**src/rtl/keypad_scan_debounce.sv**
```systemverilog
// Purpose: 4x4 keypad row scanner with single-key press/release debounce; emits key_valid + key_code.
// Latency: a press is reported one cycle after the DEBOUNCE_CNT-th consecutive matching dwell sample.
// Backpressure: none; key_valid is a one-cycle pulse that the hit checker must take when it appears.
// Optional auto-repeat while a key is held is compiled in with `define KEYPAD_AUTOREPEAT_EN.
module keypad_scan_debounce #(
  parameter int SCAN_DIV      = 250000,
  parameter int DEBOUNCE_CNT  = 3,
  parameter int REPEAT_DWELLS = 50
) (
  input  logic       clk,
  input  logic       rst,
  input  logic       enable,
  input  logic [3:0] keypadCol,
  output logic [3:0] keypadRow,
  output logic       key_valid,
  output logic [3:0] key_code,
  output logic       key_held
);

  localparam int CNT_W   = (SCAN_DIV > 1) ? $clog2(SCAN_DIV) : 1;
  localparam int MATCH_W = $clog2(DEBOUNCE_CNT + 1);
  localparam logic [CNT_W-1:0]   CNT_LAST   = CNT_W'(SCAN_DIV - 1);
  localparam logic [MATCH_W-1:0] MATCH_DONE = MATCH_W'(DEBOUNCE_CNT);

  // A dwell shorter than 2 cycles or a debounce depth below 2 breaks the sample/match accounting.
  if (SCAN_DIV < 2 || DEBOUNCE_CNT < 2 || REPEAT_DWELLS < 1) begin : g_param_check
    $error("keypad_scan_debounce: SCAN_DIV>=2, DEBOUNCE_CNT>=2, REPEAT_DWELLS>=1 required");
  end

  typedef enum logic [1:0] {SCAN, DEBOUNCE, PRESSED, RELEASE} state_t;

  state_t               state_q, state_d;
  logic [CNT_W-1:0]     cnt_q, cnt_d;
  logic [1:0]           row_q, row_d;
  logic [1:0]           col_q, col_d;
  logic [MATCH_W-1:0]   match_q, match_d;
  logic                 key_valid_q, key_valid_d;
  logic [3:0]           key_code_q, key_code_d;
  logic                 key_held_q, key_held_d;

  logic                 sample;
  logic                 col_one;
  logic [1:0]           col_idx;
  logic                 col_match;
  logic                 col_open;
  logic [MATCH_W-1:0]   match_inc;
  logic                 match_full;
  logic                 rep_pulse;

  assign sample     = (cnt_q == CNT_LAST);
  assign col_open   = (keypadCol == 4'b1111);
  assign col_match  = col_one && (col_idx == col_q);
  assign match_inc  = match_q + MATCH_W'(1);
  assign match_full = (match_inc == MATCH_DONE);

  // Decode a single active-low column; ghosting (two or more lows) counts as no key.
  always_comb begin
    col_one = 1'b1;
    col_idx = 2'd0;
    case (keypadCol)
      4'b1110: col_idx = 2'd0;
      4'b1101: col_idx = 2'd1;
      4'b1011: col_idx = 2'd2;
      4'b0111: col_idx = 2'd3;
      default: col_one = 1'b0;
    endcase
  end

  // State register plus all datapath flops; reset aborts everything in the same cycle.
  always_ff @(posedge clk) begin
    if (!rst) begin
      state_q     <= SCAN;
      cnt_q       <= '0;
      row_q       <= 2'd0;
      col_q       <= 2'd0;
      match_q     <= '0;
      key_valid_q <= 1'b0;
      key_code_q  <= 4'd0;
      key_held_q  <= 1'b0;
    end else begin
      state_q     <= state_d;
      cnt_q       <= cnt_d;
      row_q       <= row_d;
      col_q       <= col_d;
      match_q     <= match_d;
      key_valid_q <= key_valid_d;
      key_code_q  <= key_code_d;
      key_held_q  <= key_held_d;
    end
  end

  // Next state: transitions only happen on the sample cycle; disable parks the FSM in SCAN.
  always_comb begin
    state_d = state_q;
    if (!enable) begin
      state_d = SCAN;
    end else if (sample) begin
      case (state_q)
        SCAN:     if (col_one) state_d = DEBOUNCE;
        DEBOUNCE: begin
          if (!col_match)      state_d = SCAN;
          else if (match_full) state_d = PRESSED;
        end
        PRESSED:  if (col_open) state_d = RELEASE;
        RELEASE:  begin
          if (!col_open)       state_d = PRESSED;
          else if (match_full) state_d = SCAN;
        end
        default:  state_d = SCAN;
      endcase
    end
  end

  // Datapath/outputs: dwell counter, row strobe, match counter and the registered key outputs.
  always_comb begin
    cnt_d       = sample ? '0 : cnt_q + CNT_W'(1);
    row_d       = row_q;
    col_d       = col_q;
    match_d     = match_q;
    key_valid_d = 1'b0;
    key_code_d  = key_code_q;
    key_held_d  = key_held_q;
    if (!enable) begin
      // Scanning keeps running so the row strobe is live when the game restarts.
      match_d    = '0;
      key_held_d = 1'b0;
      if (sample) row_d = row_q + 2'd1;
    end else if (sample) begin
      case (state_q)
        SCAN: begin
          if (col_one) begin
            col_d   = col_idx;
            match_d = MATCH_W'(1);
          end else begin
            row_d = row_q + 2'd1;
          end
        end
        DEBOUNCE: begin
          if (!col_match) begin
            match_d = '0;
            row_d   = row_q + 2'd1;
          end else if (match_full) begin
            match_d     = '0;
            key_valid_d = 1'b1;
            key_code_d  = ~{row_q, col_q};
            key_held_d  = 1'b1;
          end else begin
            match_d = match_inc;
          end
        end
        PRESSED: begin
          if (col_open) match_d = MATCH_W'(1);
        end
        RELEASE: begin
          if (!col_open) begin
            match_d = '0;
          end else if (match_full) begin
            match_d    = '0;
            key_held_d = 1'b0;
            row_d      = row_q + 2'd1;
          end else begin
            match_d = match_inc;
          end
        end
        default: match_d = '0;
      endcase
    end
    key_valid_d = key_valid_d | rep_pulse;
  end

`ifdef KEYPAD_AUTOREPEAT_EN
  localparam int REP_W = $clog2(REPEAT_DWELLS + 1);
  localparam logic [REP_W-1:0] REP_LAST = REP_W'(REPEAT_DWELLS - 1);
  logic [REP_W-1:0] rep_q, rep_d;

  // Repeat counter lives only in PRESSED, so every entry into PRESSED starts from zero.
  always_comb begin
    rep_d     = rep_q;
    rep_pulse = 1'b0;
    if (!enable || state_q != PRESSED) begin
      rep_d = '0;
    end else if (sample && !col_open) begin
      if (rep_q == REP_LAST) begin
        rep_d     = '0;
        rep_pulse = 1'b1;
      end else begin
        rep_d = rep_q + REP_W'(1);
      end
    end
  end

  // Repeat counter register.
  always_ff @(posedge clk) begin
    if (!rst) rep_q <= '0;
    else      rep_q <= rep_d;
  end
`else
  assign rep_pulse = 1'b0;
`endif

  assign keypadRow = 4'b1111 ^ (4'b0001 << row_q);
  assign key_valid = key_valid_q;
  assign key_code  = key_code_q;
  assign key_held  = key_held_q;

endmodule

```
**config.mk**
```make
export PLATFORM = sky130hd
export DESIGN_NAME = keypad_scan_debounce
export DESIGN_NICKNAME = d
export VERILOG_FILES = /design/src/rtl/keypad_scan_debounce.sv
export SDC_FILE = /design/constraint.sdc
export NUM_CORES = 1
export LEC_CHECK = 0
export ABC_CLOCK_PERIOD_IN_PS = 6500
export CELL_PAD_IN_SITES_DETAIL_PLACEMENT = 1
export CELL_PAD_IN_SITES_GLOBAL_PLACEMENT = 1
export CORE_ASPECT_RATIO = 0.9
export CORE_MARGIN = 2
export CORE_UTILIZATION = 44
export DETAILED_ROUTE_END_ITERATION = 6
export DONT_BUFFER_PORTS = 1
export GPL_ROUTABILITY_DRIVEN = 0
export MAX_ROUTING_LAYER = met4
export PLACE_DENSITY = 0.85
export SETUP_SLACK_MARGIN = 0.1
export SYNTH_ARGS = -nofsm -noshare
export SYNTH_HDL_FRONTEND = slang
export SYNTH_SLANG_ARGS = --single-unit
```
**constraint.sdc**
```tcl
create_clock -name clk -period 6.5 [get_ports clk]
set_input_delay 1.625 -clock clk [delete_from_list [all_inputs] [get_ports clk]]
set_output_delay 1.625 -clock clk [all_outputs]
set_load 0.01 [all_outputs]
```
==> flow_metrics.env, run 1 <==
export IMPL_cts_repair_timing_setup_buffer_count=0
export IMPL_critPathMaxFanout=13
export IMPL_portBuffers=0
export IMPL_synth_warning_count=0
export IMPL_ant_nets=0
export IMPL_hold_fix_buffers_cts=0
export IMPL_io_pin_count=17
export IMPL_clock_tree_buffer_depth=2
export IMPL_synth_largest_area_cell="sky130_fd_sc_hd__dfxtp_1"
export IMPL_min_period_ns=2.81
export IMPL_h_tree_depth=2
export IMPL_synth_net_count=228
export IMPL_num_vias=1498
export IMPL_groute_usage_overall_pct=19.6
export IMPL_areaGrowthSynthToFinish_pct=7.28
export IMPL_share_of_cells_above_drive_strength_1_pct=5.12
export IMPL_synth_seq_cells=32
export IMPL_post_route_util_pct=49.7
export IMPL_drtIter0Drc=82
export IMPL_wire_length_of_the_first_global_routing_pass_mm=6.80
export IMPL_cp_data_required_time_ns=6.73
export IMPL_filler_cell_count=477
export IMPL_synth_cell_types=43
export IMPL_power_density_nw_per_um2=216
export IMPL_start_kind="primary input"
export IMPL_detailed_place_hpwl_mm=2.97
export IMPL_placeableCoreArea_um2=3780
export IMPL_run_status="finished, final reports clean"
export IMPL_tritoncts_clock_tree="done"
export IMPL_grt_overflow_total=0
export IMPL_floorplan_initialDensity_pct=46.4
export IMPL_yosysTopAreaCellShare_pct=36.5
export IMPL_post_synth_edffs=0
export IMPL_number_of_antenna_violations_at_the_first_check_in_global_routing=0
export IMPL_detail_route_vias_per_cell=5.74
export IMPL_die_height_um=63.9
export IMPL_asyncSetResetFlopFracSynth_pct=0
export IMPL_post_detailed_routing_wire_length_mm=4.00
export IMPL_post_synth_cell_area_avg_um2=8.12
export IMPL_clock_skew_ns=0.00662
export IMPL_worst_setup_hold_path_clk_slew_ns=0.07
export IMPL_reported_leakage_power_nw=0.595
export IMPL_worst_r2r_setup_slack_ns=4.18
export IMPL_synth_most_common_cell="sky130_fd_sc_hd__dfxtp_1"
export IMPL_grt_max_degree=17
export IMPL_final_area_um2=1880
export IMPL_cts_num_sinks=32
export IMPL_grt_pass1_vias=1482
export IMPL_vdd_ir_drop_max_mv=0.0863
export IMPL_rows=21
export IMPL_timing_final_hold_violations=0
export IMPL_post_route_period_util_pct=43.2
export IMPL_hold_path_class="reg -> reg"
export IMPL_synth_commonest_cells="sky130_fd_sc_hd__dfxtp_1, sky130_fd_sc_hd__nor2_1, sky130_fd_sc_hd__nand2_1"
export IMPL_post_route_drc_count=0
export IMPL_setup_repair_after_global_routing_missed_its_margin="false"
export IMPL_maxClockFrequency_mhz=356
export IMPL_clock_latency_ns=0.29
export IMPL_seq_area_frac_synth_pct=36.5
export IMPL_firstDrtPassIters=4
export IMPL_post_synth_main_area_contributors="sky130_fd_sc_hd__dfxtp_1, sky130_fd_sc_hd__xnor2_1, sky130_fd_sc_hd__nor2_1"
export IMPL_post_cts_resize_count=0
export IMPL_wl_per_cell_um=15.3
export IMPL_dpl_instance_area_um2=1770
export IMPL_postSynth_topFlopCell="sky130_fd_sc_hd__dfxtp_1"
export IMPL_design_final_nets=226
export IMPL_max_slew_worst_pin_slew_ns=0.587
export IMPL_critPathKind="in -> reg"
export IMPL_n_antenna_cell=0
export IMPL_number_of_max_cap_violations=0
export IMPL_timing_hold_ws_ns=0.474
export IMPL_critical_path_endpoint_type="flip-flop"
export IMPL_cts_inserted_buffers=5
export IMPL_root_buffer="sky130_fd_sc_hd__clkbuf_8"
export IMPL_synth_cell_area_um2=1750
export IMPL_dieArea_um2=4510
export IMPL_max_slew_violations=0
export IMPL_design_power_total_w=0.000406
export IMPL_setup_violations=0
export IMPL_synthesis_instances=216
export IMPL_slew_headroom_pct=60.6
export IMPL_floorplan_die_width_um=70.6
export IMPL_tns_ns=0
export IMPL_worst_ep_arrival_time_ns=3.04
==> layout make-up <==
cell class | instances | area [um2] | area share, %
multi-input combinational | 163 | 1030 | 54.8
sequential | 32 | 641 | 34.0
clock buffer | 6 | 72.6 | 3.86
tap | 46 | 57.6 | 3.06
inverter | 12 | 45.0 | 2.39
clock inverter | 2 | 35.0 | 1.86
==> power by group <==
| part | total [W] | switching (W) | internal (W) |
|---|---|---|---|
| combinational | 0.0000173 | 0.0000104 | 0.00000694 |
| sequential | 0.000199 | 0.00000153 | 0.000198 |
| clock | 0.000189 | 0.0000756 | 0.000114 |
| total | 0.000406 | 0.0000875 | 0.000318 |
==> sequential cells by signal, summed over array words and instances (netlist names) <==
signal	cells
cnt_q	18
key_code	4
col_q	2
match_q	2
row_q	2
state_q	2
key_held	1
key_valid	1
==> critical path: stages <==
cell                      delay [ns]
sky130_fd_sc_hd__or3b_2         0.42
sky130_fd_sc_hd__a21oi_1        0.27
sky130_fd_sc_hd__o31ai_1        0.21
sky130_fd_sc_hd__or3_1          0.39
sky130_fd_sc_hd__a21oi_1        0.12
==> layout by cell type, fill, tap and decap left out, types with 3 or more instances in the layout <==
master                     netlist  routed
sky130_fd_sc_hd__a211oi_1        3       3
sky130_fd_sc_hd__a21oi_1        13      13
sky130_fd_sc_hd__clkbuf_8        0       5
sky130_fd_sc_hd__dfxtp_1        32      32
sky130_fd_sc_hd__ha_1            5       5
sky130_fd_sc_hd__inv_1          12      12
sky130_fd_sc_hd__mux2i_1         3       3
sky130_fd_sc_hd__nand2_1        17      17
sky130_fd_sc_hd__nand2b_1        3       3
sky130_fd_sc_hd__nand3_1        10      10
sky130_fd_sc_hd__nand3b_1        3       3
sky130_fd_sc_hd__nand4_1         3       3
sky130_fd_sc_hd__nand4b_1        4       4
sky130_fd_sc_hd__nor2_1         26      26
sky130_fd_sc_hd__nor2b_1         3       3
sky130_fd_sc_hd__nor3_1          8       8
sky130_fd_sc_hd__nor4_1          4       4
sky130_fd_sc_hd__o211ai_1        3       3
sky130_fd_sc_hd__o21ai_0         6       6
sky130_fd_sc_hd__or3_1           4       4
sky130_fd_sc_hd__xnor2_1        12      12
sky130_fd_sc_hd__xor2_1          7       7
==> final timing paths <==
path,start,endpoint,cells past startpoint
max,keypadCol[1],key_code[3],5
min,cnt_q[0],cnt_q[0],1
max reg2reg,cnt_q[0],cnt_q[14],6
min reg2reg,cnt_q[0],cnt_q[0],1
==> layer usage <==
metal	share of wire, %	GRT usage, %	vias to the layer above	wire length, um
met1	51	25.0	706	2060
met3	3.1	4.57	7	125
li1	-	-	760	-
met5	0	-	-	0
met2	43	29.6	25	1720
met4	2.4	9.20	0	95
==> metrics by stage <==
step                setup WS [ns]  std cells
detailed placement           3.41        253
global route                 3.61        261
finish                       3.69        261
CTS                          3.70        261
global placement             3.42        253
floorplan                    3.32        216
==> kinds of logic after synthesis <==
family | share of synthesized area [%]
AND/OR/NAND/NOR | 30.0
AO/OA/AOI/OAI | 14.0
flip-flops | 36.5
buffers and inverters | 4.71
XOR/XNOR | 9.49
adder cells (fa/ha/maj) | 3.57
multiplexers | 1.71
(Power assumes the default switching activity.)
==> inputs of run 2 (changes only) <==
--- a/config.mk
+++ b/config.mk
@@ -5,7 +5,7 @@
 export SDC_FILE = /design/constraint.sdc
 export NUM_CORES = 1
 export LEC_CHECK = 0
-export ABC_CLOCK_PERIOD_IN_PS = 6500
+export ABC_CLOCK_PERIOD_IN_PS = 2700
 export CELL_PAD_IN_SITES_DETAIL_PLACEMENT = 1
 export CELL_PAD_IN_SITES_GLOBAL_PLACEMENT = 1
 export CORE_ASPECT_RATIO = 0.9
==> constraint.sdc (replaced) <==
create_clock -name clk -period 2.7 [get_ports clk]
set_input_delay 0.675 -clock clk [delete_from_list [all_inputs] [get_ports clk]]
set_output_delay 0.675 -clock clk [all_outputs]
set_load 0.01 [all_outputs]
==> run 2 against run 1 <==
  * Wire length is essentially flat
  * First-iteration DRC count shrank 59%
  * Die area is the same
  * Clock skew shrank 0.0017 ns
  * Count of clock-buffer cells in the layout grew 2
==> flow_metrics.env, run 2 (synthesized netlist as in run 1, its figures left out) <==
export IMPL_run_status="finished, final reports clean"
export IMPL_setup_violations=0
export IMPL_root_buffer="sky130_fd_sc_hd__clkbuf_8"
export IMPL_detail_route_vias_per_cell=5.76
export IMPL_tns_ns=0
export IMPL_groute_usage_overall_pct=20.2
export IMPL_slew_headroom_pct=52.7
export IMPL_critPathMaxFanout=6
export IMPL_grt_overflow_total=0
export IMPL_switching_share_pct=22.1
export IMPL_setup_repair_after_global_routing_missed_its_margin="false"
export IMPL_tritoncts_clock_tree="done"
export IMPL_min_period_ns=2.28
export IMPL_cts_repair_timing_setup_buffer_count=0
export IMPL_grt_pass1_vias=1462
export IMPL_detailed_place_hpwl_mm=2.95
export IMPL_post_cts_resize_count=0
export IMPL_clock_latency_ns=0.28
export IMPL_post_route_util_pct=49.3
export IMPL_post_detailed_routing_wire_length_mm=4.00
export IMPL_worst_ep_arrival_time_ns=2.50
export IMPL_number_of_max_cap_violations=0
export IMPL_maxClockFrequency_mhz=438
export IMPL_clock_power_share_pct=42.0
export IMPL_cp_data_required_time_ns=2.92
export IMPL_die_height_um=63.9
export IMPL_p_sw_w=0.000199
export IMPL_cts_inserted_buffers=5
export IMPL_cts_num_sinks=32
export IMPL_wire_length_of_the_first_global_routing_pass_mm=7.02
export IMPL_clock_tree_buffer_depth=2
export IMPL_critical_path_endpoint_type="flip-flop"
export IMPL_max_slew_violations=0
export IMPL_timing_final_hold_violations=0
export IMPL_floorplan_die_width_um=70.6
export IMPL_max_flop_register="cnt_q"
export IMPL_placeableCoreArea_um2=3780
export IMPL_firstDrtPassIters=4
export IMPL_final_area_um2=1860
export IMPL_h_tree_depth=2
export IMPL_hold_path_class="reg -> reg"
export IMPL_ant_nets=0
export IMPL_worst_setup_hold_path_clk_slew_ns=0.06
export IMPL_portBuffers=0
export IMPL_vdd_ir_drop_max_mv=0.358
export IMPL_dieArea_um2=4510
export IMPL_num_vias=1504
export IMPL_n_antenna_cell=0
export IMPL_rows=21
export IMPL_io_pin_count=17
export IMPL_floorplan_initialDensity_pct=46.4
export IMPL_critPathKind="reg -> reg"
export IMPL_final_common_cell="sky130_fd_sc_hd__dfxtp_1"
export IMPL_dpl_instance_area_um2=1770
export IMPL_largest_register_ff_count=18
export IMPL_reported_leakage_power_nw=0.586
export IMPL_hold_fix_buffers_cts=0
export IMPL_p_comb_share_pct=4.7
export IMPL_share_of_cells_above_drive_strength_1_pct=4.65
export IMPL_highest_count_cells_in_the_layout_ignoring_fill_and_taps="sky130_fd_sc_hd__dfxtp_1, sky130_fd_sc_hd__nor2_1, sky130_fd_sc_hd__nand2_1"
export IMPL_number_of_antenna_violations_at_the_first_check_in_global_routing=0
export IMPL_wl_per_cell_um=15.3
export IMPL_max_slew_worst_pin_slew_ns=0.703
export IMPL_design_final_nets=226
export IMPL_areaGrowthSynthToFinish_pct=6.28
export IMPL_power_density_nw_per_um2=482
export IMPL_power_internal_w=0.000701
export IMPL_timing_hold_ws_ns=0.464
export IMPL_clock_skew_ns=0.00495
export IMPL_post_route_drc_count=0
export IMPL_grt_max_degree=17
export IMPL_start_kind="flip-flop"
export IMPL_post_route_period_util_pct=84.6
export IMPL_seq_power_share_pct=53.3
export IMPL_drtIter0Drc=34
==> run 2: changes by cell type in the layout (fill, tap and decap cells not counted) <==
cell / before / now
sky130_fd_sc_hd__bufinv_16: 1 / 0
sky130_fd_sc_hd__clkbuf_8: 5 / 6
sky130_fd_sc_hd__clkbuf_1: 1 / 2
sky130_fd_sc_hd__clkinv_2: 1 / 0
==> run 2: worst max-delay path, cell delays in order, from the launching register on <==
cell	delay, ns
sky130_fd_sc_hd__dfxtp_1	0.37
sky130_fd_sc_hd__ha_1	0.21
sky130_fd_sc_hd__nand3_1	0.12
sky130_fd_sc_hd__or3_1	0.47
sky130_fd_sc_hd__or4_4	0.60
sky130_fd_sc_hd__or3_1	0.32
sky130_fd_sc_hd__a21oi_1	0.12
==> run 2: per-layer routing <==
metal	wire, um	track usage [%]	vias to the layer above
li1	-	-	760
met1	2050	27.2	715
met2	1770	29.8	22
met3	119	4.89	7
met4	64	7.08	0
met5	0	-	-
==> run 2: cell type report <==
cell class / count / area [um2]
Sequential cell: 32 / 641
Fill cell: 475 / 1920
Inverter: 12 / 45.0
Tap cell: 46 / 57.6
Clock buffer: 8 / 90.1
Multi-Input combinational cell: 163 / 1030
==> run 2: worst paths after layout <==
kind | startpoint | end | slack [ns] | depth (start not counted)
max | cnt_q[0] | key_code[3] | 0.42 | 6
min | cnt_q[0] | cnt_q[0] | 0.46 | 1
max reg2reg | cnt_q[0] | key_code[3] | 0.42 | 6
min reg2reg | cnt_q[0] | cnt_q[0] | 0.46 | 1
==> run 2: power groups by stage <==
| stage | Combinational [W] | Clock (W) | Sequential, W |
|---|---|---|---|
| after floorplan | 0.0000424 | 0 | 0.000489 |
| after global placement | 0.0000411 | 0 | 0.000490 |
| after detailed placement | 0.0000421 | 0 | 0.000490 |
| after CTS | 0.0000422 | 0.000384 | 0.000479 |
| after global routing | 0.0000481 | 0.000404 | 0.000480 |
| final | 0.0000420 | 0.000378 | 0.000479 |
==> run 2: through the flow <==
| stage | setup WS, ns | std cells | total power [W] |
|---|---|---|---|
| 2_1_floorplan | 0.471 | 216 | 0.000531 |
| 3_3_place_gp | 0.507 | 253 | 0.000531 |
| 3_5_place_dp | 0.441 | 253 | 0.000532 |
| 4_1_cts | 0.420 | 261 | 0.000906 |
| 5_1_grt | 0.169 | 261 | 0.000932 |
| 6_report | 0.416 | 261 | 0.000899 |
